==> config.mk <==
export PLATFORM = sky130hd
export DESIGN_NAME = cacheline_adaptor
export DESIGN_NICKNAME = d
export VERILOG_FILES = /design/src/rtl/cacheline_adaptor.sv
export SDC_FILE = /design/constraint.sdc
export NUM_CORES = 1
export LEC_CHECK = 0
export BUFFER_PORTS_ARGS = -buffer_cell sky130_fd_sc_hd__buf_2
export CORE_AREA = 2 2 280 282
export DETAILED_ROUTE_END_ITERATION = 10
export DIE_AREA = 0 0 282 284
export SLEW_MARGIN = 15
export SYNTH_ARGS = -nofsm -noshare
export SYNTH_HDL_FRONTEND = slang
export SYNTH_SLANG_ARGS = --single-unit
==> constraint.sdc <==
create_clock -name clk -period 3.9 [get_ports clk]
set_input_delay 0.39 -clock clk [delete_from_list [all_inputs] [get_ports clk]]
set_output_delay 0.39 -clock clk [all_outputs]
set_load 0.005 [all_outputs]
==> src/rtl/cacheline_adaptor.sv <==
// Cache-line (256-bit) to 4x64-bit burst adaptor: IDLE -> READ/WRITE -> DONE.
// Optional burst-side watchdog enabled by defining CACHELINE_ADAPTOR_TIMEOUT_EN.
module cacheline_adaptor #(
    parameter int unsigned TIMEOUT_CYCLES = 255
) (
    input  logic         clk,
    input  logic         rst,
    input  logic         line_read,
    input  logic         line_write,
    input  logic [31:0]  line_address,
    input  logic [255:0] line_wdata,
    output logic [255:0] line_rdata,
    output logic         line_resp,
    output logic         line_error,
    output logic [31:0]  burst_address,
    output logic         burst_read,
    output logic         burst_write,
    output logic [63:0]  burst_wdata,
    input  logic [63:0]  burst_rdata,
    input  logic         burst_resp
);

    typedef enum logic [1:0] {
        IDLE  = 2'd0,
        READ  = 2'd1,
        WRITE = 2'd2,
        DONE  = 2'd3
    } state_t;

    state_t        state_r;
    state_t        state_s;
    logic [1:0]    beat_r;
    logic [31:0]   addr_r;
    logic [255:0]  wdata_r;
    logic [255:0]  rdata_r;
    logic          error_r;
    logic          timeout_s;
    logic          unused_addr_s;

    if (TIMEOUT_CYCLES < 1) begin : g_param_check
        $error("cacheline_adaptor: TIMEOUT_CYCLES must be at least 1");
    end

    // Line offset bits never reach the burst side.
    assign unused_addr_s = ^line_address[4:0];

`ifdef CACHELINE_ADAPTOR_TIMEOUT_EN
    localparam int CNT_W = (TIMEOUT_CYCLES > 1) ? $clog2(TIMEOUT_CYCLES) : 1;

    logic [CNT_W-1:0] cnt_r;

    // Watchdog: counts burst-side cycles since the last beat, cleared outside READ/WRITE
    always_ff @(posedge clk) begin
        if (rst) begin
            cnt_r <= '0;
        end else if ((state_r == READ || state_r == WRITE) && !burst_resp) begin
            cnt_r <= cnt_r + 1'b1;
        end else begin
            cnt_r <= '0;
        end
    end

    assign timeout_s = (state_r == READ || state_r == WRITE) && !burst_resp &&
                       (cnt_r == CNT_W'(TIMEOUT_CYCLES - 1));
`else
    assign timeout_s = 1'b0;
`endif

    // Next-state decode
    always_comb begin
        state_s = state_r;
        case (state_r)
            IDLE: begin
                if (line_read) begin
                    state_s = READ;
                end else if (line_write) begin
                    state_s = WRITE;
                end else begin
                    state_s = IDLE;
                end
            end
            READ, WRITE: begin
                if (burst_resp && (beat_r == 2'd3)) begin
                    state_s = DONE;
                end else if (timeout_s) begin
                    state_s = DONE;
                end else begin
                    state_s = state_r;
                end
            end
            DONE:    state_s = IDLE;
            default: state_s = IDLE;
        endcase
    end

    // State, request latches, beat counter and read line assembly
    always_ff @(posedge clk) begin
        if (rst) begin
            state_r <= IDLE;
            beat_r  <= 2'd0;
            addr_r  <= 32'd0;
            wdata_r <= 256'd0;
            rdata_r <= 256'd0;
            error_r <= 1'b0;
        end else begin
            state_r <= state_s;
            error_r <= timeout_s;
            case (state_r)
                IDLE: begin
                    beat_r <= 2'd0;
                    if (line_read || line_write) begin
                        addr_r  <= {line_address[31:5], 5'b0};
                        wdata_r <= line_wdata;
                    end
                end
                READ: begin
                    if (burst_resp) begin
                        rdata_r[{beat_r, 6'd0} +: 64] <= burst_rdata;
                        beat_r <= beat_r + 2'd1;
                    end
                end
                WRITE: begin
                    if (burst_resp) begin
                        beat_r <= beat_r + 2'd1;
                    end
                end
                default: beat_r <= 2'd0;
            endcase
        end
    end

    assign burst_read    = (state_r == READ);
    assign burst_write   = (state_r == WRITE);
    assign line_resp     = (state_r == DONE);
    assign line_error    = error_r;
    assign burst_address = addr_r;
    assign burst_wdata   = wdata_r[{beat_r, 6'd0} +: 64];
    assign line_rdata    = rdata_r;

endmodule

# --- Yosys cells after proc, flatten, opt, wreduce, memory -nomap -nowiden ---
# Cells that the tools add are included.
op_classes:
  n_bitwise: 1
  eq_ne: 5
  addsub: 2
  shift: 3
  muxes: 5
  n_reduce_logical: 7
op_table:
  columns: ["cell", "count"]
  rows:
  - ["$bwmux W256", 1]
  - ["$shift A64 B10 Y256 const A", 1]
  - ["$shiftx A256 B9 Y64", 1]
  - ["$shiftx A64 B10 Y256", 1]
  - ["$neg A8 Y10", 1]
  - ["$eq A2 B2 Y1 const B", 3]
  - ["$mux W2", 3]
  - ["$pmux W2 S3", 1]
  - ["$reduce_and A2 Y1", 2]
  - ["$reduce_or A2 Y1", 2]
  - ["$add A2 B1 Y2 const B", 1]
  - ["$eq A2 B1 Y1 const B", 1]
  - ["$logic_not A2 Y1", 1]
  - ["$ne A2 B1 Y1 const B", 1]
  - ["$logic_and A1 B1 Y1", 1]
  - ["$logic_or A1 B1 Y1", 1]
  - ["$not A1 Y1", 1]
totals:
  regBits: 543
  in_bits: 357

# --- Longest topological paths before layout ---
depth:
  depth_word: 4
  depth_mapped: 11
  mapped_depth_nobuf: 5

# --- Least setup slack after synthesis ---
# No wires, ideal clock.
synth_path:
  path_kind: "register -> register"
  startpoint: "register beat_r[1]"
  endpoint: "register rdata_r[235], in the netlist line_rdata[235]"
  required_ps: 3840
  slack_ps: 1380
  setup_time_ps: 60
  t_arrival_ps: 2460
  path_stages_with_launch: 10
  cell_sequence: "dfxtp_1 > clkbuf_1 > clkbuf_1 > inv_1 > ha_1 > or3b_1 > nor3_2 > buf_4 > buf_6 > a22o_1"
synth_between:
  elab_chain_len: 3
  word_cells_on_any_way: 4
  classes_between: "1 x add/sub; 2 x shift; 1 x mux"
synth_rtl:
  columns: ["item", "line_no", "rtl"]
  rows:
  - ["start: declaration", "32", "logic [1:0] beat_r;"]
  - ["start signal: assignment", "119", "beat_r <= beat_r + 2'd1;"]
  - ["start signal: assignment", "124", "beat_r <= beat_r + 2'd1;"]
  - ["$neg A8 Y10 (*)", "118", "rdata_r[{beat_r, 6'd0} +: 64] <= burst_rdata;"]
  - ["$shiftx A64 B10 Y256 or $shift A64 B10 Y256 (tied branches)", "118", null]
  - ["$bwmux W256 (*)", "118", null]
  - ["end signal: indexed assignment", "118", null]
  - ["end: declaration", "35", "logic [255:0] rdata_r;"]
# Mark *: on every way between the ends. The rest lies on a longest branch, timed or not.
# A chain may end at the register's enable or synchronous reset.

# --- Worst setup path after layout ---
layout_path:
  startpoint: "register beat_r[1]"
  endpoint: "output port burst_wdata[4]"
layout_between:
  elab_chain_len: 1
layout_rtl:
  columns: ["item", "line_no", "rtl"]
  rows:
  - ["$shiftx A256 B9 Y64", "137", "assign burst_wdata = wdata_r[{beat_r, 6'd0} +: 64];"]
  - ["end: declaration", "18", "output logic [63:0] burst_wdata,"]
# No other way between the ends.

==> key figures <==
Outcome
  • Status: finished clean

STA
  • Hold WS: 0.0430 ns
  • Final period utilization: 80.9%
  • Slew headroom: 28.2%
  • Clock Skews: between 0.03 and 0.04 ns
  • TNS Setup: 0 ns
  • Fmax: 317 MHz
  • Setup WS post-layout: 0.745 ns
  • Slew Limit Fails: 0
  • Final setup vio count: 0
  • Minimum clock period: 3.16 ns
  • Slew @ Worst Pin: 1.08 ns
  • Unrepaired setup endpoints after global routing: no
  • Final hold vios: 0

Clock tree
  • CTS sink count: 543
  • Num CTS Buffers: 60
  • H-tree levels: 2
  • Worst-path clk slew: approximately 0.060 ns
  • Clk_lat worst skew: between 0.6 and 0.7 ns
  • CTS max path bufs: 3
  • Post-cts repair resize count: 0
  • Clk root buf: clkbuf_16
  • TritonCTS clock tree: done

Setup path
  • WP data arrival: around 2.8 ns
  • Crit path kind: reg -> out
  • Max Fanout on Critical Path: 35
  • Crit. End Element: primary output
  • Startpoint types: register
  • WP data required: 3.51 ns
  • R2R Setup Slk: 1.15 ns

Logic synthesis
  • Synthesized area per cell: 9.68 µm²
  • Area leader, netlist: dfxtp_1
  • Post-synthesis xor/xnor area fraction: 0.0432%
  • Top cells by count, synth: nand2_1 (580), dfxtp_1 (543), a21oi_1 (290)
  • Top cells by area, synth: dfxtp_1 (54%), nand2_1 (11%), a21oi_1 (7.2%), mux4_2 (7.1%), a22o_1 (5.5%)
  • Asr flop ratio synth: 0%
  • Primary FF master, synth: dfxtp_1
  • Yosys warns: 0
  • EDFF count, synth: 0
  • Gate Count Post-Synth: 2095
  • Sequential share of the synthesized area: 53.6%
  • Synth Register Bits: 543
  • Multiplexer share of the synthesized area: under 10%
  • Distinct cells, synth: 37
  • Simple-Gate Fraction of Synth Area: 16.0%
  • Synth top area share: 53.6%
  • Most common cell in the netlist: nand2_1
  • Mapped cell area: 20300 µm²
  • Compound-Gate Fraction of Synth Area: 18.2%
  • Largest family of logic cells by synthesized area: compound AO/OA/AOI/OAI gates
  • Adder-Cell Fraction of Synth Area: 0.555%

GRT
  • Largest net degree at the start of global routing: about 200
  • Initial antenna violation count: 13
  • Vias in the first global route: 18444
  • M3 GR Usage: under 10%
  • Most used routing layer: met2
  • First-pass GRT wire length: 107000 µm
  • Gr usage total: between 10% and 20%
  • Total gr overflow: 0
  • GRT met2 Usage: 30.5%
  • GR Util met1: 18.8%

Power and ir drop
  • P_leak: 12.7 nW
  • Seq pwr share: between 40 and 50%
  • Sw frac: 31.2%
  • Power Density: 549 nW/µm²
  • Reported net switching power: 0.00501 W
  • Clock power share: a little over a third
  • Gate power share: a little under a quarter
  • Max VDD drop: 0.404 mV
  • Int Pwr: around 0.011 W

Route
  • Wirelength, routed: 72400 µm
  • WL/cell: 17.9 µm
  • Residual DRC: 0
  • Via count: 18713
  • Final ANT Viol Nets: 0
  • First drt pass iteration count: 5
  • DR vias/cell: between 4 and 5
  • Iteration-0 DRC Markers: around 930

Floorplan
  • Die X: 282 µm
  • Num rows: 102
  • Die ar.: 80100 µm²
  • Ports: 713
  • Core area: ~77000 µm²
  • Starting Density: 26.4%
  • Die Y: 284 µm

Placed design
  • DP Wirelength: between 40000 and 50000 µm
  • Placed Cells: 3672
  • Dpl ws: about 1.1 ns
  • Number of port buffers: 701
  • RD Place Congestion: 0.787

Final layout
  • Fin nets: 3317
  • Layout cells sized above 1: 33.9%
  • Layout fillers: 7637
  • Non-Filler Instances: 4040
  • Area growth syn-to-layout: 44.1%

Hold path
  • Hold WC Path Type: in -> reg

Flow run
  • Max Cap Viol: 0
## layout by cell type (no fill, tap or decap), types with 3 or more instances in the layout
cell type,instances
o22ai_1,5
clkinv_8,3
bufinv_16,3
a21oi_1,290
ha_1,9
dlygate4sd3_1,257
dfxtp_1,541
nand2b_1,7
nand2_1,580
buf_4,15
nor3b_1,116
diode_2,4
a31o_2,116
conb_1,6
clkbuf_8,13
buf_12,12
clkbuf_1,12
buf_2,700
mux4_2,64
a22o_1,128
nor2_1,4
nand3_1,9
clkbuf_16,60
inv_1,6
clkinv_2,10
## worst paths after layout
path	startpoint	endpoint	depth (start not counted)
max reg2reg	beat_r[1]$_SDFFE_PP0P_	line_rdata[186]$_SDFFE_PP0P_	6
min reg2reg	wdata_r[159]$_SDFFE_PP0P_	wdata_r[159]$_SDFFE_PP0P_	2
min	burst_rdata[35]	line_rdata[35]$_SDFFE_PP0P_	2
max	beat_r[1]$_SDFFE_PP0P_	burst_wdata[4]	4
## power groups by stage
stage	Clock (W)	Sequential [W]	Combinational [W]
final	0.00565	0.00658	0.00383
after global routing	0.00601	0.00665	0.00424
after CTS	0.00579	0.00658	0.00388
after detailed placement	0	0.00669	0.00366
after global placement	0	0.00667	0.00363
after floorplan	0	0.00661	0.00230
## routing by layer
| layer | vias up | share of wire [%] |
|---|---|---|
| li1 | 9055 | - |
| met1 | 8816 | 39 |
| met2 | 671 | 50 |
| met3 | 155 | 8.1 |
| met4 | 16 | 3.2 |
| met5 | - | 0.16 |
## per-stage QoR
stage / util (%) / cell area, µm² / total power [W]
final: 38.0 / 29200 / 0.0161
after global routing: 38.0 / 29200 / 0.0169
after CTS: 38.0 / 29200 / 0.0162
after detailed placement: 32.1 / 24700 / 0.0104
after global placement: 32.1 / 24700 / 0.0103
after floorplan: - / 20300 / 0.00891
## what timing repair did
item / in CTS / in global routing
hold buffers: 257 / 0
endpoints found under the hold margin: 258 / 0
setup buffers: 0 / 0
## critical path, stage by stage, from the launching register on
cell	delay (ns)
dfxtp_4	0.34
buf_4	0.51
buf_4	0.59
mux4_2	0.47
buf_2	0.17
## final cells by class
cell class	count	area [µm²]	share of cell area, %
Sequential cell	543	10900	37.2
Multi-Input combinational cell	1355	8620	29.5
Timing Repair Buffer	985	6440	22.0
Clock buffer	85	1730	5.90
Tap cell	1040	1300	4.45
Clock inverter	22	239	0.817
Inverter	6	22.5	0.0770
Antenna cell	4	10.0	0.0342
## state kept, by name, summed over array words and instances, names as in the netlist
| signal | flops |
|---|---|
| state_r | 2 |
| line_rdata | 256 |
| beat_r | 2 |
| burst_address | 27 |
| wdata_r | 256 |
## logic make-up after synthesis
logic type,Yosys count
simple gates,726
compound gates,548
flops,543
buf+inv,202
mux,65
fa+ha+maj,9
other cells,1
xor+xnor,1
Note: power is estimated with default switching activity, not from simulation.
